[config.mk]
export PLATFORM = sky130hd
export DESIGN_NAME = pipeline_ctrl
export DESIGN_NICKNAME = d
export VERILOG_FILES = /design/src/rtl/cpu_pkg.sv /design/src/rtl/scoreboard.sv /design/src/rtl/pipeline_ctrl.sv
export SDC_FILE = /design/constraint.sdc
export NUM_CORES = 1
export LEC_CHECK = 0
export BUFFER_PORTS_ARGS = -buffer_cell sky130_fd_sc_hd__clkbuf_2
export CORE_MARGIN = 1.5
export CORE_UTILIZATION = 39
export DETAILED_ROUTE_END_ITERATION = 8
export PLACE_DENSITY = 0.79
export SLEW_MARGIN = 0
export SYNTH_ARGS = -nofsm -noshare
export SYNTH_HDL_FRONTEND = slang
export SYNTH_SLANG_ARGS = --single-unit
[constraint.sdc]
create_clock -name clock -period 2.72 [get_ports clock]
set_input_delay 0 -clock clock [delete_from_list [all_inputs] [get_ports clock]]
set_output_delay 0 -clock clock [all_outputs]
set_load 0.05 [all_outputs]
[src/rtl/cpu_pkg.sv]
`default_nettype none
// ============================================================================
//  Module      : cpu_pkg
//  Description : Shared types and constants for the pipeline control block.
//                - FWD_NONE / FWD_WB / FWD_M : execute-stage operand sources
//                - pctrl_state_t             : multi-cycle sequencer states
//  Revision    : 1.0 - initial release
// ============================================================================
package cpu_pkg;

    // Operand source selectors for the execute stage
    localparam logic [1:0] FWD_NONE = 2'b00;  // register file
    localparam logic [1:0] FWD_WB   = 2'b01;  // write-back result
    localparam logic [1:0] FWD_M    = 2'b10;  // memory-stage result

    // Multi-cycle sequencer
    typedef enum logic [0:0] {
        RUN    = 1'b0,
        MCBUSY = 1'b1
    } pctrl_state_t;

endpackage
`default_nettype wire

[src/rtl/scoreboard.sv]
`default_nettype none
// ============================================================================
//  Module      : scoreboard
//  Description : One pending-write bit per architectural register.
//                A bit is set when a writing instruction issues and cleared
//                when write-back writes that register; set beats clear.
//  Ports       : clock, reset (async, active low)
//                setEnable/setAddress     - mark register pending
//                clearEnable/clearAddress - write-back retires register
//                readAddress1/2           - lookup addresses
//                readPending1/2           - pending state of those registers
//  Revision    : 1.0 - initial release
// ============================================================================
module scoreboard #(
    parameter int REGNUM       = 16,
    parameter int ADDRESSWIDTH = 4
) (
    input  logic                    clock,
    input  logic                    reset,
    input  logic                    setEnable,
    input  logic [ADDRESSWIDTH-1:0] setAddress,
    input  logic                    clearEnable,
    input  logic [ADDRESSWIDTH-1:0] clearAddress,
    input  logic [ADDRESSWIDTH-1:0] readAddress1,
    input  logic [ADDRESSWIDTH-1:0] readAddress2,
    output logic                    readPending1,
    output logic                    readPending2
);

    logic [REGNUM-1:0] r_pending;
    logic [REGNUM-1:0] w_setMask;
    logic [REGNUM-1:0] w_clearMask;

    assign w_setMask   = setEnable   ? (REGNUM'(1) << setAddress)   : '0;
    assign w_clearMask = clearEnable ? (REGNUM'(1) << clearAddress) : '0;

    // Clear first, then OR in the set so a same-cycle set survives
    always_ff @(posedge clock or negedge reset) begin
        if (!reset) begin
            r_pending <= '0;
        end else begin
            r_pending <= (r_pending & ~w_clearMask) | w_setMask;
        end
    end

    assign readPending1 = r_pending[readAddress1];
    assign readPending2 = r_pending[readAddress2];

endmodule
`default_nettype wire

[src/rtl/pipeline_ctrl.sv]
`default_nettype none
// ============================================================================
//  Module      : pipeline_ctrl
//  Description : Hazard and sequencing control for a 5-stage pipeline.
//                Bypass mode (FORWARDING=1) forwards M/WB results and stalls
//                one cycle on load-use; stall mode (FORWARDING=0) tracks
//                pending writes in a scoreboard and stalls until they retire.
//                A multi-cycle execute op freezes fetch/decode while busy.
//  Ports       : clock, reset (async, active low)
//                *D  - decode-stage sources, destination, multi-cycle flag
//                *E  - execute-stage sources, load flag, destination, branch
//                *M / *WB - memory and write-back register writes
//                stallF/stallD/flushD/flushE - pipeline register controls
//                data1/2ForwardSelectorE     - execute operand source
//                mcBusy                      - multi-cycle op in progress
//  Revision    : 1.0 - initial release
// ============================================================================
module pipeline_ctrl
    import cpu_pkg::*;
#(
    parameter int ADDRESSWIDTH = 4,
    parameter int REGNUM       = 16,
    parameter int MCLATENCY    = 4,
    parameter int FORWARDING   = 1
) (
    input  logic                    clock,
    input  logic                    reset,
    input  logic [ADDRESSWIDTH-1:0] reg1AddressD,
    input  logic [ADDRESSWIDTH-1:0] reg2AddressD,
    input  logic                    useReg1D,
    input  logic                    useReg2D,
    input  logic                    writeEnableDD,
    input  logic [ADDRESSWIDTH-1:0] regDestinationAddressD,
    input  logic                    isMultiD,
    input  logic [ADDRESSWIDTH-1:0] reg1AddressE,
    input  logic [ADDRESSWIDTH-1:0] reg2AddressE,
    input  logic                    isLoadE,
    input  logic [ADDRESSWIDTH-1:0] regDestinationAddressE,
    input  logic                    writeEnableDM,
    input  logic [ADDRESSWIDTH-1:0] regDestinationAddressM,
    input  logic                    writeEnableDWB,
    input  logic [ADDRESSWIDTH-1:0] regDestinationAddressWB,
    input  logic                    takeBranchE,
    output logic                    stallF,
    output logic                    stallD,
    output logic                    flushD,
    output logic                    flushE,
    output logic [1:0]              data1ForwardSelectorE,
    output logic [1:0]              data2ForwardSelectorE,
    output logic                    mcBusy
);

    // Counter value that yields MCLATENCY-1 busy cycles after the issue cycle
    localparam logic [3:0] c_MC_LOAD = 4'(MCLATENCY - 1);

    pctrl_state_t r_state;
    pctrl_state_t w_stateNext;
    logic [3:0]   r_mcCount;
    logic [3:0]   w_mcCountNext;
    logic         w_dataHazard;
    logic         w_issue;
    logic         w_setEnable;

    // ------------------------------------------------------------------------
    // Hazard detection and operand selection, per forwarding mode
    // ------------------------------------------------------------------------
    if (FORWARDING != 0) begin : g_bypass
        logic w_loadUse1;
        logic w_loadUse2;
        logic w_unusedStallMode;

        assign w_loadUse1   = useReg1D && (regDestinationAddressE == reg1AddressD);
        assign w_loadUse2   = useReg2D && (regDestinationAddressE == reg2AddressD);
        assign w_dataHazard = isLoadE && (w_loadUse1 || w_loadUse2);

        // M is the younger result, so it wins over WB for the same register
        always_comb begin
            data1ForwardSelectorE = FWD_NONE;
            data2ForwardSelectorE = FWD_NONE;
            if (reset) begin
                if (writeEnableDM && (regDestinationAddressM == reg1AddressE)) begin
                    data1ForwardSelectorE = FWD_M;
                end else if (writeEnableDWB && (regDestinationAddressWB == reg1AddressE)) begin
                    data1ForwardSelectorE = FWD_WB;
                end
                if (writeEnableDM && (regDestinationAddressM == reg2AddressE)) begin
                    data2ForwardSelectorE = FWD_M;
                end else if (writeEnableDWB && (regDestinationAddressWB == reg2AddressE)) begin
                    data2ForwardSelectorE = FWD_WB;
                end
            end
        end

        // Issue bookkeeping only matters when a scoreboard exists
        assign w_unusedStallMode = ^{writeEnableDD, regDestinationAddressD, w_setEnable};
    end else begin : g_stallMode
        logic w_pending1;
        logic w_pending2;
        logic w_unusedBypassMode;

        scoreboard #(
            .REGNUM       (REGNUM),
            .ADDRESSWIDTH (ADDRESSWIDTH)
        ) u_scoreboard (
            .clock        (clock),
            .reset        (reset),
            .setEnable    (w_setEnable),
            .setAddress   (regDestinationAddressD),
            .clearEnable  (writeEnableDWB),
            .clearAddress (regDestinationAddressWB),
            .readAddress1 (reg1AddressD),
            .readAddress2 (reg2AddressD),
            .readPending1 (w_pending1),
            .readPending2 (w_pending2)
        );

        assign w_dataHazard = (useReg1D && w_pending1) || (useReg2D && w_pending2);

        assign data1ForwardSelectorE = FWD_NONE;
        assign data2ForwardSelectorE = FWD_NONE;

        // Execute/memory stage information is irrelevant without bypassing
        assign w_unusedBypassMode = ^{reg1AddressE, reg2AddressE, isLoadE,
                                      regDestinationAddressE, writeEnableDM,
                                      regDestinationAddressM};
    end

    // ------------------------------------------------------------------------
    // Sequencer state register
    // ------------------------------------------------------------------------
    always_ff @(posedge clock or negedge reset) begin
        if (!reset) begin
            r_state   <= RUN;
            r_mcCount <= '0;
        end else begin
            r_state   <= w_stateNext;
            r_mcCount <= w_mcCountNext;
        end
    end

    // The decode instruction moves into execute only when it is neither
    // held in decode nor squashed on its way into execute.
    assign w_issue     = !stallD && !flushE;
    assign w_setEnable = w_issue && writeEnableDD;

    // ------------------------------------------------------------------------
    // Pipeline controls and next state
    // Priority: taken branch, then multi-cycle busy, then data hazard.
    // ------------------------------------------------------------------------
    always_comb begin
        stallF        = 1'b0;
        stallD        = 1'b0;
        flushD        = 1'b0;
        flushE        = 1'b0;
        mcBusy        = 1'b0;
        w_stateNext   = r_state;
        w_mcCountNext = r_mcCount;

        if (reset) begin
            mcBusy = (r_state == MCBUSY);
            if (takeBranchE) begin
                flushD = 1'b1;
                flushE = 1'b1;
            end else if (r_state == MCBUSY) begin
                // E/M/WB are frozen externally via mcBusy, so no bubble here
                stallF = 1'b1;
                stallD = 1'b1;
            end else if (w_dataHazard) begin
                stallF = 1'b1;
                stallD = 1'b1;
                flushE = 1'b1;
            end
        end

        case (r_state)
            RUN: begin
                // A branch sets flushE, which blocks the issue and the start
                if (isMultiD && w_issue) begin
                    w_stateNext   = MCBUSY;
                    w_mcCountNext = c_MC_LOAD;
                end
            end
            MCBUSY: begin
                if (r_mcCount <= 4'd1) begin
                    w_stateNext   = RUN;
                    w_mcCountNext = 4'd0;
                end else begin
                    w_mcCountNext = r_mcCount - 4'd1;
                end
            end
            default: begin
                w_stateNext   = RUN;
                w_mcCountNext = 4'd0;
            end
        endcase
    end

endmodule
`default_nettype wire

==> metrics.txt <==
status=finished clean; Mapped Area=671 sq um; Max-Cap Viols=0; crit path max fanout=11; Final Critical Period=roughly 1.5 ns; upper clock frequency limit=646 MHz; register-to-register setup slack=~1.3 ns; Max VDD drop=0.410 mV; CTS Sinks=5; Worst-Skew Late Latency=0.24 ns; top post-synthesis cells by area=dfrtp_1, xor2_1, xnor2_1; die area=1980 sq um; IO Pins=51; DRT iter0 DRCs=16; row cnt=14; vias per cell=4.98; clock tree buffer depth=2; fraction of layout cells with a size suffix above 1=42.6%; via count=a little over 700; post-CTS setup buffers=0; P_int=296 uW; core area=about 1600 sq um; worst clock skew=0.00329 ns; die height=between 40 and 50 um; Setup CP Type=in2out; dpl cells=140; nets@finish=174; Worst EP arrival=1.55 ns; combinational share of power=57.3%; Starting Density=a little over two fifths; Routed Antenna Nets=0; DRC=0; Root Driver=clkbuf_4; Syn Nets=125; cells after synthesis=81; Total Wirelength=roughly 1800 um; GPL Wtd Cong=about 0.90; period utilization=around 57%; Least-Margin Pin Slew=0.469 ns; switching portion of total power=47.0%; Rel. slew slack=68.4%; setup violators final=0; CP max-delay cell=dlygate4sd3_1; data required time of the worst path=2.72 ns; final core occ=60.4%; clock transition at the registers of the reported paths=0.04 ns; crit-path cells=dlygate4sd3_1 > clkbuf_2 > nand2_1 > nor4_1 > clkbuf_2; Post-DP HPWL=roughly 1500 um; CTS Buf Count=3; final non-filler cell total=145; Critical Path Max Stage Delay=0.52 ns; # diodes=0; synth warn=0; CP Buf/Inv Count=3; dpl ws=between 1 and 1.5 ns; TNS Setup=0 ns; DIE WIDTH=44.5 um; Unique masters post-synth=26; syn_area_per_cell=approximately 8.3 sq um; RSZ-0062 raised after global routing=no; htree depth=1; HP Class=in2async; sequential power share=27.5%; CTS tree=done; Most common cell on crit path=clkbuf_2; clock group share of total power=roughly 15%; Switch Pwr=262 uW; Cell Pwr Density=593 nW/um^2; Synth top area share=between 10% and 20%; final hold violations=0; synthesis-stage register bit count=5; leak pwr=0.000474 uW; total gr overflow=0; vias in the first global route=slightly below 800; fillers=148; all-layer global routing usage=20.2%; largest net degree at the start of global routing=12; DRT Pass-1 Iters=6; average wire per standard cell=12.1 um; Synth area leader=dfrtp_1; register area share after synthesis=18.7%; initial antenna violation count=0; CP delay by family, top=buffers and inverters; Max Slew Vio Count=0; # port buffers=45; global-route wire length before repair=2990 um; Worst setup SP type=input pin; crit end category=primary output; P&R area growth vs syn=40.3%; worst setup margin=1.17 ns
==> power groups by stage <==
| stage | logic (uW) | registers, uW | clock network [uW] |
|---|---|---|---|
| finish | 319 | 154 | 84.6 |
| global route | 364 | 158 | 92.4 |
| CTS | 320 | 150 | 89.6 |
| detailed placement | 317 | 151 | 0 |
| global placement | 303 | 149 | 0 |
| floorplan | 249 | 130 | 0 |
==> worst paths after layout <==
path | cells past startpoint | from | end
min in group clock | 4 | isMultiD | r_state$_DFF_PN0_
max | 5 | reset | data2ForwardSelectorE[0]
max in group asynchronous | 2 | reset | r_mcCount[2]$_DFFE_PN0P_
min | 2 | reset | r_mcCount[1]$_DFFE_PN0P_
max reg2reg | 6 | r_mcCount[1]$_DFFE_PN0P_ | r_mcCount[1]$_DFFE_PN0P_
min reg2reg | 1 | r_mcCount[1]$_DFFE_PN0P_ | r_mcCount[1]$_DFFE_PN0P_
==> cell usage in the layout, fill, tap and decap left out <==
cell,Yosys,routed
a211oi_2,1,1
a21oi_1,3,3
a22oi_1,1,1
and2_1,2,2
clkbuf_1,1,1
clkbuf_2,0,45
clkbuf_4,0,3
dfrtp_1,5,5
dlygate4sd3_1,0,1
ha_1,2,2
inv_1,7,7
nand2_1,6,6
nand3_1,3,3
nand3_2,1,1
nand4b_1,1,1
nor2_1,3,3
nor2_2,1,1
nor3_1,2,2
nor4_1,4,4
nor4_2,2,2
nor4b_1,1,1
o2111ai_1,1,1
o21a_1,3,3
o21ai_0,4,4
o221ai_2,1,1
o41ai_2,1,1
xnor2_1,10,10
xor2_1,14,14
==> sequential cells by signal (all words and copies together) (netlist names) <==
register,count
r_state,1
r_mcCount,4
==> routing by layer <==
| metal | share of wire [%] | GRT usage [%] | vias up |
|---|---|---|---|
| met3 | 3.3 | 2.04 | 2 |
| met5 | 0 | 0 | - |
| met4 | 0.74 | 10.9 | 0 |
| li1 | - | - | 382 |
| met1 | 42 | 22.7 | 320 |
| met2 | 54 | 36.5 | 18 |
==> synth_stat cells <==
master	number
inv_1	7
nor2_1	3
nand2_1	6
a22oi_1	1
and2_1	2
nor2_2	1
o21a_1	3
nand4b_1	1
o221ai_2	1
nor3_1	2
a21oi_1	3
nand3_1	3
xor2_1	14
nor4_1	4
o41ai_2	1
nand3_2	1
nor4_2	2
nor4b_1	1
ha_1	2
xnor2_1	10
a211oi_2	1
clkbuf_1	1
dfrtp_1	5
buf_4	1
o2111ai_1	1
o21ai_0	4
==> cells by family after synthesis <==
kind of cell / count (synthesis) / share of synthesized area [%]
AND/OR/NAND/NOR: 26 / 23.1
adder cells (fa/ha/maj): 2 / 3.73
AO/OA/AOI/OAI: 15 / 17.5
buffers and inverters: 9 / 5.60
flip-flops: 5 / 18.7
XOR/XNOR: 24 / 31.3
==> per-stage QoR <==
step                power (uW)  hold slack, ns  instance area, sq um
floorplan                  379          -0.296                   671
global placement           452          -0.141                   905
detailed placement         468          -0.137                   905
CTS                        559           0.140                   941
global route               614           0.157                   941
finish                     558           0.145                   941
==> final cells by class <==
cell class	count	area (sq um)	area share, %
Inverter	7	26.3	2.79
Sequential cell	5	125	13.3
Multi-Input combinational cell	67	508	54.0
Clock buffer	4	26.3	2.79
Tap cell	16	20.0	2.13
Timing Repair Buffer	46	235	25.0
==> worst reg2reg max path, stage by stage, from the launching register on <==
cell and delay, ns:
dfrtp_1 0.39, inv_1 0.09, ha_1 0.20, nor2_1 0.08, nor3_1 0.31, o21ai_0 0.15
o21a_1 0.12
==> timing repair <==
| action | 4_1_cts | 5_1_grt |
|---|---|---|
| gates resized for setup | 0 | 0 |
| hold endpoints to repair | 5 | 0 |
| hold buffers | 1 | 0 |
Power figures use the tool's default switching activity.
